<file path="src/rtl/vga_step_scheduler.sv">
`default_nettype none
// ============================================================================
// Module   : vga_step_scheduler
// Purpose  : Plays a STEPS-entry pattern of four 4-bit step values into the
//            VGA bar renderer, advancing on vsync frame ticks.
//            Define VGA_STEP_DECAY_EN for per-frame falloff of the steps.
// Revision : 1.0
// ============================================================================
module vga_step_scheduler #(
    parameter int STEPS          = 16,
    parameter int TICKS_PER_STEP = 8
) (
    input  logic        clock,
    input  logic        reset,
    input  logic        ena,
    input  logic        vsync,
    input  logic        cfg_we,
    input  logic [3:0]  cfg_addr,
    input  logic [15:0] cfg_data,
    input  logic        start,
    input  logic        stop,
    output logic [3:0]  s1,
    output logic [3:0]  s2,
    output logic [3:0]  s3,
    output logic [3:0]  s4,
    output logic [5:0]  bar_counter,
    output logic        step_strobe,
    output logic        busy,
    output logic [1:0]  state
);

    localparam int                 c_IDX_W     = (STEPS > 1) ? $clog2(STEPS) : 1;
    localparam logic [c_IDX_W-1:0] c_LAST_IDX  = c_IDX_W'(STEPS - 1);
    localparam logic [7:0]         c_LAST_TICK = 8'(TICKS_PER_STEP - 1);
    localparam logic [4:0]         c_STEPS_LIM = 5'(STEPS);

    typedef enum logic [1:0] {
        ST_IDLE  = 2'd0,
        ST_ARM   = 2'd1,
        ST_RUN   = 2'd2,
        ST_PAUSE = 2'd3
    } state_t;

    state_t               r_state;
    state_t               w_state_nxt;
    logic                 r_vsync_d;
    logic [c_IDX_W-1:0]   r_idx;
    logic [c_IDX_W-1:0]   w_idx_nxt;
    logic [c_IDX_W-1:0]   w_load_idx;
    logic [7:0]           r_cnt;
    logic [7:0]           w_cnt_nxt;
    logic [15:0]          r_step;
    logic [15:0]          w_step_nxt;
    logic [15:0]          w_decayed;
    logic [5:0]           r_bar;
    logic [5:0]           w_bar_nxt;
    logic                 r_strobe;
    logic                 w_load;
    logic                 w_tick;
    logic                 w_wr_en;
    logic [15:0]          r_mem [0:STEPS-1];

    assign w_tick  = ena & r_vsync_d & ~vsync;
    assign w_wr_en = ena & cfg_we & ({1'b0, cfg_addr} < c_STEPS_LIM);

`ifdef VGA_STEP_DECAY_EN
    // Meter-style falloff: each nibble drops by one per frame, floor at zero.
    for (genvar g = 0; g < 4; g++) begin : g_decay
        assign w_decayed[g*4 +: 4] = (r_step[g*4 +: 4] == 4'd0) ? 4'd0
                                                                 : r_step[g*4 +: 4] - 4'd1;
    end
`else
    assign w_decayed = r_step;
`endif

    // ------------------------------------------------------------------------
    // State register
    // ------------------------------------------------------------------------
    always_ff @(posedge clock or posedge reset) begin
        if (reset) begin
            r_state <= ST_IDLE;
        end else if (ena) begin
            r_state <= w_state_nxt;
        end
    end

    // ------------------------------------------------------------------------
    // Next-state and datapath decode
    // ------------------------------------------------------------------------
    always_comb begin
        w_state_nxt = r_state;
        w_idx_nxt   = r_idx;
        w_cnt_nxt   = r_cnt;
        w_step_nxt  = r_step;
        w_bar_nxt   = r_bar;
        w_load      = 1'b0;
        w_load_idx  = r_idx;

        if (ena) begin
            case (r_state)
                ST_IDLE: begin
                    if (start && !stop) begin
                        w_state_nxt = ST_ARM;
                    end
                end
                ST_ARM: begin
                    if (stop) begin
                        w_state_nxt = ST_IDLE;
                    end else if (w_tick) begin
                        w_load      = 1'b1;
                        w_load_idx  = '0;
                        w_idx_nxt   = '0;
                        w_cnt_nxt   = '0;
                        w_state_nxt = ST_RUN;
                    end
                end
                ST_RUN: begin
                    // A stop discards any tick arriving in the same cycle.
                    if (stop) begin
                        w_state_nxt = ST_PAUSE;
                    end else if (w_tick) begin
                        if (r_cnt == c_LAST_TICK) begin
                            w_cnt_nxt  = '0;
                            w_load     = 1'b1;
                            w_load_idx = r_idx + 1'b1;
                            w_idx_nxt  = w_load_idx;
                            if (r_idx == c_LAST_IDX) begin
                                w_bar_nxt = r_bar + 6'd1;
                            end
                        end else begin
                            w_cnt_nxt  = r_cnt + 8'd1;
                            w_step_nxt = w_decayed;
                        end
                    end
                end
                ST_PAUSE: begin
                    if (stop) begin
                        w_state_nxt = ST_IDLE;
                        w_idx_nxt   = '0;
                        w_cnt_nxt   = '0;
                        w_step_nxt  = '0;
                        w_bar_nxt   = '0;
                    end else if (start) begin
                        w_state_nxt = ST_RUN;
                    end
                end
                default: begin
                    w_state_nxt = ST_IDLE;
                end
            endcase
        end

        // Loads read the memory before any same-cycle write lands.
        if (w_load) begin
            w_step_nxt = r_mem[w_load_idx];
        end
    end

    // ------------------------------------------------------------------------
    // Playback datapath
    // ------------------------------------------------------------------------
    always_ff @(posedge clock or posedge reset) begin
        if (reset) begin
            r_vsync_d <= 1'b1;
            r_idx     <= '0;
            r_cnt     <= '0;
            r_step    <= '0;
            r_bar     <= '0;
            r_strobe  <= 1'b0;
        end else begin
            // w_load is already qualified by ena, so the pulse never stretches.
            r_strobe <= w_load;
            if (ena) begin
                r_vsync_d <= vsync;
                r_idx     <= w_idx_nxt;
                r_cnt     <= w_cnt_nxt;
                r_step    <= w_step_nxt;
                r_bar     <= w_bar_nxt;
            end
        end
    end

    // ------------------------------------------------------------------------
    // Pattern memory
    // ------------------------------------------------------------------------
    always_ff @(posedge clock or posedge reset) begin
        if (reset) begin
            for (int i = 0; i < STEPS; i++) begin
                r_mem[i] <= '0;
            end
        end else if (w_wr_en) begin
            r_mem[cfg_addr[c_IDX_W-1:0]] <= cfg_data;
        end
    end

    assign s1          = r_step[15:12];
    assign s2          = r_step[11:8];
    assign s3          = r_step[7:4];
    assign s4          = r_step[3:0];
    assign bar_counter = r_bar;
    assign step_strobe = r_strobe & ena;
    assign busy        = (r_state != ST_IDLE);
    assign state       = r_state;

endmodule
`default_nettype wire

</file>
<file path="config.mk">
export PLATFORM = sky130hd
export DESIGN_NAME = vga_step_scheduler
export DESIGN_NICKNAME = d
export VERILOG_FILES = /design/src/rtl/vga_step_scheduler.sv
export SDC_FILE = /design/constraint.sdc
export NUM_CORES = 1
export LEC_CHECK = 0
export ABC_AREA = 1
export BUFFER_PORTS_ARGS = -buffer_cell sky130_fd_sc_hd__buf_2
export CAP_MARGIN = 20
export CORE_AREA = 8 8 184 186
export CTS_BUF_LIST = sky130_fd_sc_hd__clkbuf_16
export DETAILED_ROUTE_END_ITERATION = 10
export DIE_AREA = 0 0 192 194
export SETUP_SLACK_MARGIN = 0.2
export SLEW_MARGIN = 40
export SYNTH_ARGS = -nofsm -noshare
export SYNTH_HDL_FRONTEND = slang
export SYNTH_SLANG_ARGS = --single-unit
</file>
<file path="constraint.sdc">
create_clock -name clock -period 9 [get_ports clock]
set_clock_uncertainty 0.1 [all_clocks]
set_input_delay 0.45 -clock clock [delete_from_list [all_inputs] [get_ports clock]]
set_output_delay 0.45 -clock clock [all_outputs]
set_load 0.05 [all_outputs]
</file>
Yosys cells after proc, flatten, opt, wreduce, memory -nomap -nowiden
Index checks and enable logic that the tools add are counted.
{ "classes": {"n_eq_ne": 16, "add_sub_neg": 3, "n_lt_le_gt_ge": 3, "n_mux": 45, "bitwise_logic": 7, "reduce_logical": 14} }
{ "ops": {"columns": ["operator", "n"], "rows": [
  ["bitwise mux 256 bit", 1],
  ["2-to-1 mux 16 bit", 6],
  ["binary-select mux 16 bit (select 4 bit)", 1],
  ["demux 16 bit (select 4 bit)", 1],
  ["2-to-1 mux 8 bit", 6],
  ["2-to-1 mux 6 bit", 5],
  ["2-to-1 mux 4 bit", 7],
  ["case mux 8 bit (3 select lines)", 1],
  ["!= test 2 bit (second input constant)", 9],
  ["AND reduction 7 bit", 2],
  ["2-to-1 mux 2 bit", 6],
  ["case mux 4 bit (3 select lines)", 1],
  ["case mux 6 bit (2 select lines)", 1],
  ["greater-or-equal comparator 5 bit (second input constant)", 2],
  ["NOT 4 -> 5 bit", 2],
  ["adder 8 x 1 -> 8 bit (second input constant)", 1],
  ["== test 8 x 3 -> 1 bit (second input constant)", 1],
  ["case mux 2 bit (4 select lines)", 1],
  ["case mux 4 bit (2 select lines)", 1],
  ["nonzero test 2 bit", 4],
  ["adder 6 x 1 -> 6 bit (second input constant)", 1],
  ["2-to-1 mux 1 bit", 6],
  ["!= test 3 bit (second input constant)", 2],
  ["AND reduction 3 bit", 2],
  ["other kinds (13)", 18]
]} }
{ "word_totals": {"ff_bits": 294, "word_cells": 111} }

Logic depth before layout (Yosys ltp)
{ "logic_depth": {"word_depth": 11, "mapped_depth": 18, "ltp_nobuf": 16} }

Least setup slack after synthesis
No wires, ideal clock.
{ "synth_path": {"path_kind": "register to register", "from": "reg r_state[0] (netlist: state[0])", "to": "reg r_step[10]", "stages_incl_launch_ff": 14, "t_arrival_ns": 2.470, "setup_time_ns": 0.118, "path_slack_ns": 6.313, "path_cell_list": "dfrtp_1 inv_1 ha_1 nand2_1 clkinv_1 nand2_1 clkinv_1 a21oi_4 buf_2 nand3_1 nand3_1 nand3_1 nand3_1 nand2_1"} }
{ "synth_between": {"elab_chain_cells": 8, "word_cells_on_any_way": 15, "classes_between": "3 x eq/ne; 8 x mux; 1 x bitwise; 3 x reduce/logical"} }
{ "synth_lines": {"columns": ["element", "line_no", "source"], "rows": [
  ["start: declaration", "44", "state_t r_state;"],
  ["start signal: assignment", "83", "r_state <= w_state_nxt;"],
  ["== test 2 bit or == test 2 x 1 -> 1 bit (tied branches)", "100", "case (r_state)"],
  ["case mux 4 bit (2 select lines)", "100", null],
  ["2-to-1 mux 4 bit", "99", "if (ena) begin"],
  ["NOT 4 -> 5 bit (implied by the code)", "155", "w_step_nxt = r_mem[w_load_idx];"],
  ["binary-select mux 16 bit (select 4 bit)", "155", null],
  ["2-to-1 mux 16 bit (implied by the code) (2 in a row)", "155", null],
  ["2-to-1 mux 16 bit", "154", "if (w_load) begin"],
  ["end signal: assignment", "177", "r_step <= w_step_nxt;"],
  ["end: declaration", "52", "logic [15:0] r_step;"]
]} }
Several ways; a longest one is shown, not always the timed one. The select of a mux whose other input is x is not followed.
A chain may end at the register's enable or synchronous reset.

Worst setup path after layout
{ "layout_path": {"from": "reg r_state[0] (netlist: state[0])", "to": "reg r_step[11]"} }
The elaborated chain is that of the path after synthesis.

==> results by group <==
Die
  • # IOs: between 50 and 60
  • Die area: 37,200 um2
  • DIE HEIGHT: between 150 and 200 um
  • Core footprint: between 30,000 and 40,000 um2
  • Die Wd: 192 um
  • Row cnt: 65
  • Initial core utilization: between 40 and 50%

Clock tree
  • Hold-fix buffers, CTS: 1
  • Postcts setup bufs: 0
  • Root buffer cell: clkbuf_16
  • CTS clk-pin slew, worst paths: 60 ps
  • TritonCTS clock tree: done
  • Worst skew pair latency: between 500 and 600 ps
  • Clock Tree Buf Depth: 3
  • Clock sinks: between 200 and 300
  • CTS resizes: 0
  • Htree depth: 1
  • CTS buffer count: 31

Global route
  • GRT Total Usage: ~22%
  • Vias in the first global route: about 11,000
  • First-pass GRT wire length: between 60 and 70 mm
  • Largest net degree at the start of global routing: around 130
  • Initial antenna violation count: 1
  • Remaining global-route overflow: 0

Worst setup path
  • Crit end category: flop
  • Delay of the slowest critical-path stage: about 770 ps
  • R2r setup slk: roughly 5200 ps
  • Slowest cell on the critical path: buf_4
  • Worst reg2reg path endpoint: r_step[11]$_DFFE_PP0P_
  • R2r worst-path depth: 14
  • Most common cell on crit path: nand3_1
  • Req. time, crit path: about 9400 ps
  • Worst path cell trace: inv_1 -> ha_1 -> nand2_1 -> clkinv_1 -> nand2_1 -> clkinv_1 -> nand2_4 -> buf_4 -> nand3_1 -> nand3_1 -> nand3_1 -> nand3_1 -> nand3_1 -> nand2_1
  • Worst Path Arrival: 4190 ps
  • Worst r2r src: state[0]$_DFFE_PP0P_
  • CP max FO: just over 70
  • Worst setup SP type: flop
  • CP Class: reg2reg

Job
  • Reported max-cap violation count: 0

Placement
  • IO buf count: between 50 and 60
  • Placed Cells: slightly above 2,000
  • Gpl congestion: between 0.7 and 0.8
  • DP HPWL: roughly 23 mm

Detailed routing
  • DR pass1 iterations: 6
  • Drt total wl: about 41 mm
  • Vias: between 10,000 and 15,000
  • WL per Instance: between 15 and 20 um
  • Drt drc: 0
  • Initial DRC count: 1,252
  • Post-DRT Antenna Nets: 0
  • Via density: 5.62

Synth
  • Cells after Synth: around 1,700
  • Synth Cell Area: roughly 14,000 um2
  • Syn nets: between 1,500 and 2,000
  • #FFs+latches synth: 294
  • Post-synth cell types: 37
  • Synth warn: 0
  • Sequential area share after synthesis: 53.5%
  • Syn Area/Cell: a little over 8 um2

Worst hold path
  • Hold Crit Start: vsync
  • Hold Path Depth: 3
  • WHS Endpoint: r_vsync_d$_DFFE_PP1P_
  • Hold Crit Class: in2reg

Power
  • Peak VDD IR: ~250 uV
  • LEAKAGE: 7.17 nW
  • PwrDens: around 330 nW/um2

STA
  • Least-Margin Pin Slew: 880 ps
  • Fin crit share: a little over two fifths
  • Worst slew margin: between 40% and 50%
  • RSZ-0062 raised after global routing: no
  • Fin. max-slew vios: 0
  • Finish-stage setup viols: 0
  • Final Hold Fails: 0
  • Final TNS setup: 0 ps
  • Fmax: approximately 260 MHz
  • Final min period: 3790 ps

Finish
  • ANT cells: 0
  • Nets@finish: around 1,700
  • Synth-to-layout area growth: 10.2%
  • Layout cells sized above 1: under 10%
  • Non-Filler Instances: about 2,100

Run status
  • Outcome: finished clean
## placed cells by master, fill, tap and decap left out, types with 2 or more instances in the layout
cell	synthesis	routed
a21oi_1	9	9
a21oi_2	2	2
buf_2	32	52
buf_4	15	25
buf_6	1	4
clkbuf_16	0	31
clkinv_1	3	11
clkinv_2	0	4
dfrtp_1	293	293
ha_1	7	7
inv_1	50	59
inv_2	3	3
nand2_1	472	469
nand2_4	0	2
nand3_1	393	393
nand4_1	3	3
nor2_1	24	24
nor3_1	9	9
nor3b_1	2	2
o21a_1	2	2
o21ai_0	267	267
o21ai_2	1	2
xor2_1	2	2
## Yosys cell counts (all sizes together)
master / count / share of area [%]
a211oi: 1 / 0.055
a21oi: 12 / 0.57
a22oi: 1 / 0.091
and3: 1 / 0.046
buf: 48 / 2.1
clkbuf: 83 / 2.3
clkinv: 3 / 0.082
dfrtp: 293 / 53
dfstp: 1 / 0.19
ha: 7 / 0.64
inv: 53 / 1.4
nand2: 473 / 13
nand3: 394 / 14
nand4: 3 / 0.14
nor2: 26 / 0.78
nor3: 10 / 0.40
nor3b: 2 / 0.11
o2111a: 1 / 0.082
o211ai: 1 / 0.055
o21a: 2 / 0.11
o21ai: 271 / 10
o22ai: 1 / 0.046
o41ai: 1 / 0.064
xor2: 2 / 0.13
## worst max-delay path: cells and delay by family, from the launching register on
kind	cells	cell delay (ps)
buffers and inverters	4	1250
and+or+nand+nor	9	1580
adders and majority gates	1	320
DFF	1	400
## per-layer routing
layer  wire length [um]  share of wire (%)  track usage, %  up-vias
met3               2830                6.8            3.20       62
met2              19500                 47            35.9      414
met5                  0                  0               0        -
met4                894                2.2            6.40        0
met1              18100                 44            30.5     5694
li1                   -                  -               -     5629
## cell families (layout without fill, tap and decap cells)
kind of cell,after synthesis,in the layout,synth area share (%)
AND/OR/NAND/NOR,909,909,28.8
flip-flops,294,294,53.5
AO/OA/AOI/OAI,291,291,11.1
buffers and inverters,187,195,5.86
adder cells (fa/ha/maj),7,7,0.637
XOR/XNOR,2,2,0.127
## flip-flops by register name, indices dropped and copies added (netlist names), named ones only
| name | count |
|---|---|
| bar_counter | 6 |
| r_cnt | 8 |
| r_idx | 4 |
| r_mem | 256 |
| r_step | 16 |
| r_strobe | 1 |
| r_vsync_d | 1 |
| state | 1 |
## where the power goes
part           switching [W]  internal (W)
clock               0.000515      0.000645
combinational        0.00150      0.000597
sequential          0.000172       0.00158
## layout make-up
cell class | instances | area, um2
well taps | 402 | 503
clock buffers | 31 | 776
multi-input cells | 1209 | 5620
clock inverters | 24 | 126
repair buffers | 84 | 546
inverters | 56 | 218
flip-flops and latches | 294 | 7360
fillers | 3069 | 15900
## metrics by stage
| step | utilization (%) | setup slack [ps] | hold slack (ps) | area, um2 | power (W) |
|---|---|---|---|---|---|
| 2_1_floorplan | - | 333 | 353 | 13700 | 0.00329 |
| 3_3_place_gp | 45.6 | 5370 | 366 | 14200 | 0.00379 |
| 3_5_place_dp | 45.7 | 5290 | 373 | 14200 | 0.00383 |
| 4_1_cts | 48.7 | 5270 | 27.3 | 15100 | 0.00500 |
| 5_1_grt | 48.7 | 4950 | 58.1 | 15100 | 0.00533 |
| 6_report | 48.7 | 5210 | 43.3 | 15100 | 0.00500 |
## worst max path at each step
stage          slack (ps)  cells after the start                     end                 start
2_1_floorplan         330                      1               async pin                 reset
6_report             5210                     14  r_step[11]$_DFFE_PP0P_  state[0]$_DFFE_PP0P_
3_5_place_dp         5290                     14  r_step[13]$_DFFE_PP0P_  state[0]$_DFFE_PP0P_
5_1_grt              4950                     14  r_step[13]$_DFFE_PP0P_  state[0]$_DFFE_PP0P_
4_1_cts              5270                     14  r_step[13]$_DFFE_PP0P_  state[0]$_DFFE_PP0P_
3_3_place_gp         5370                     14  r_step[13]$_DFFE_PP0P_  state[0]$_DFFE_PP0P_
(Power assumes the default switching activity.)
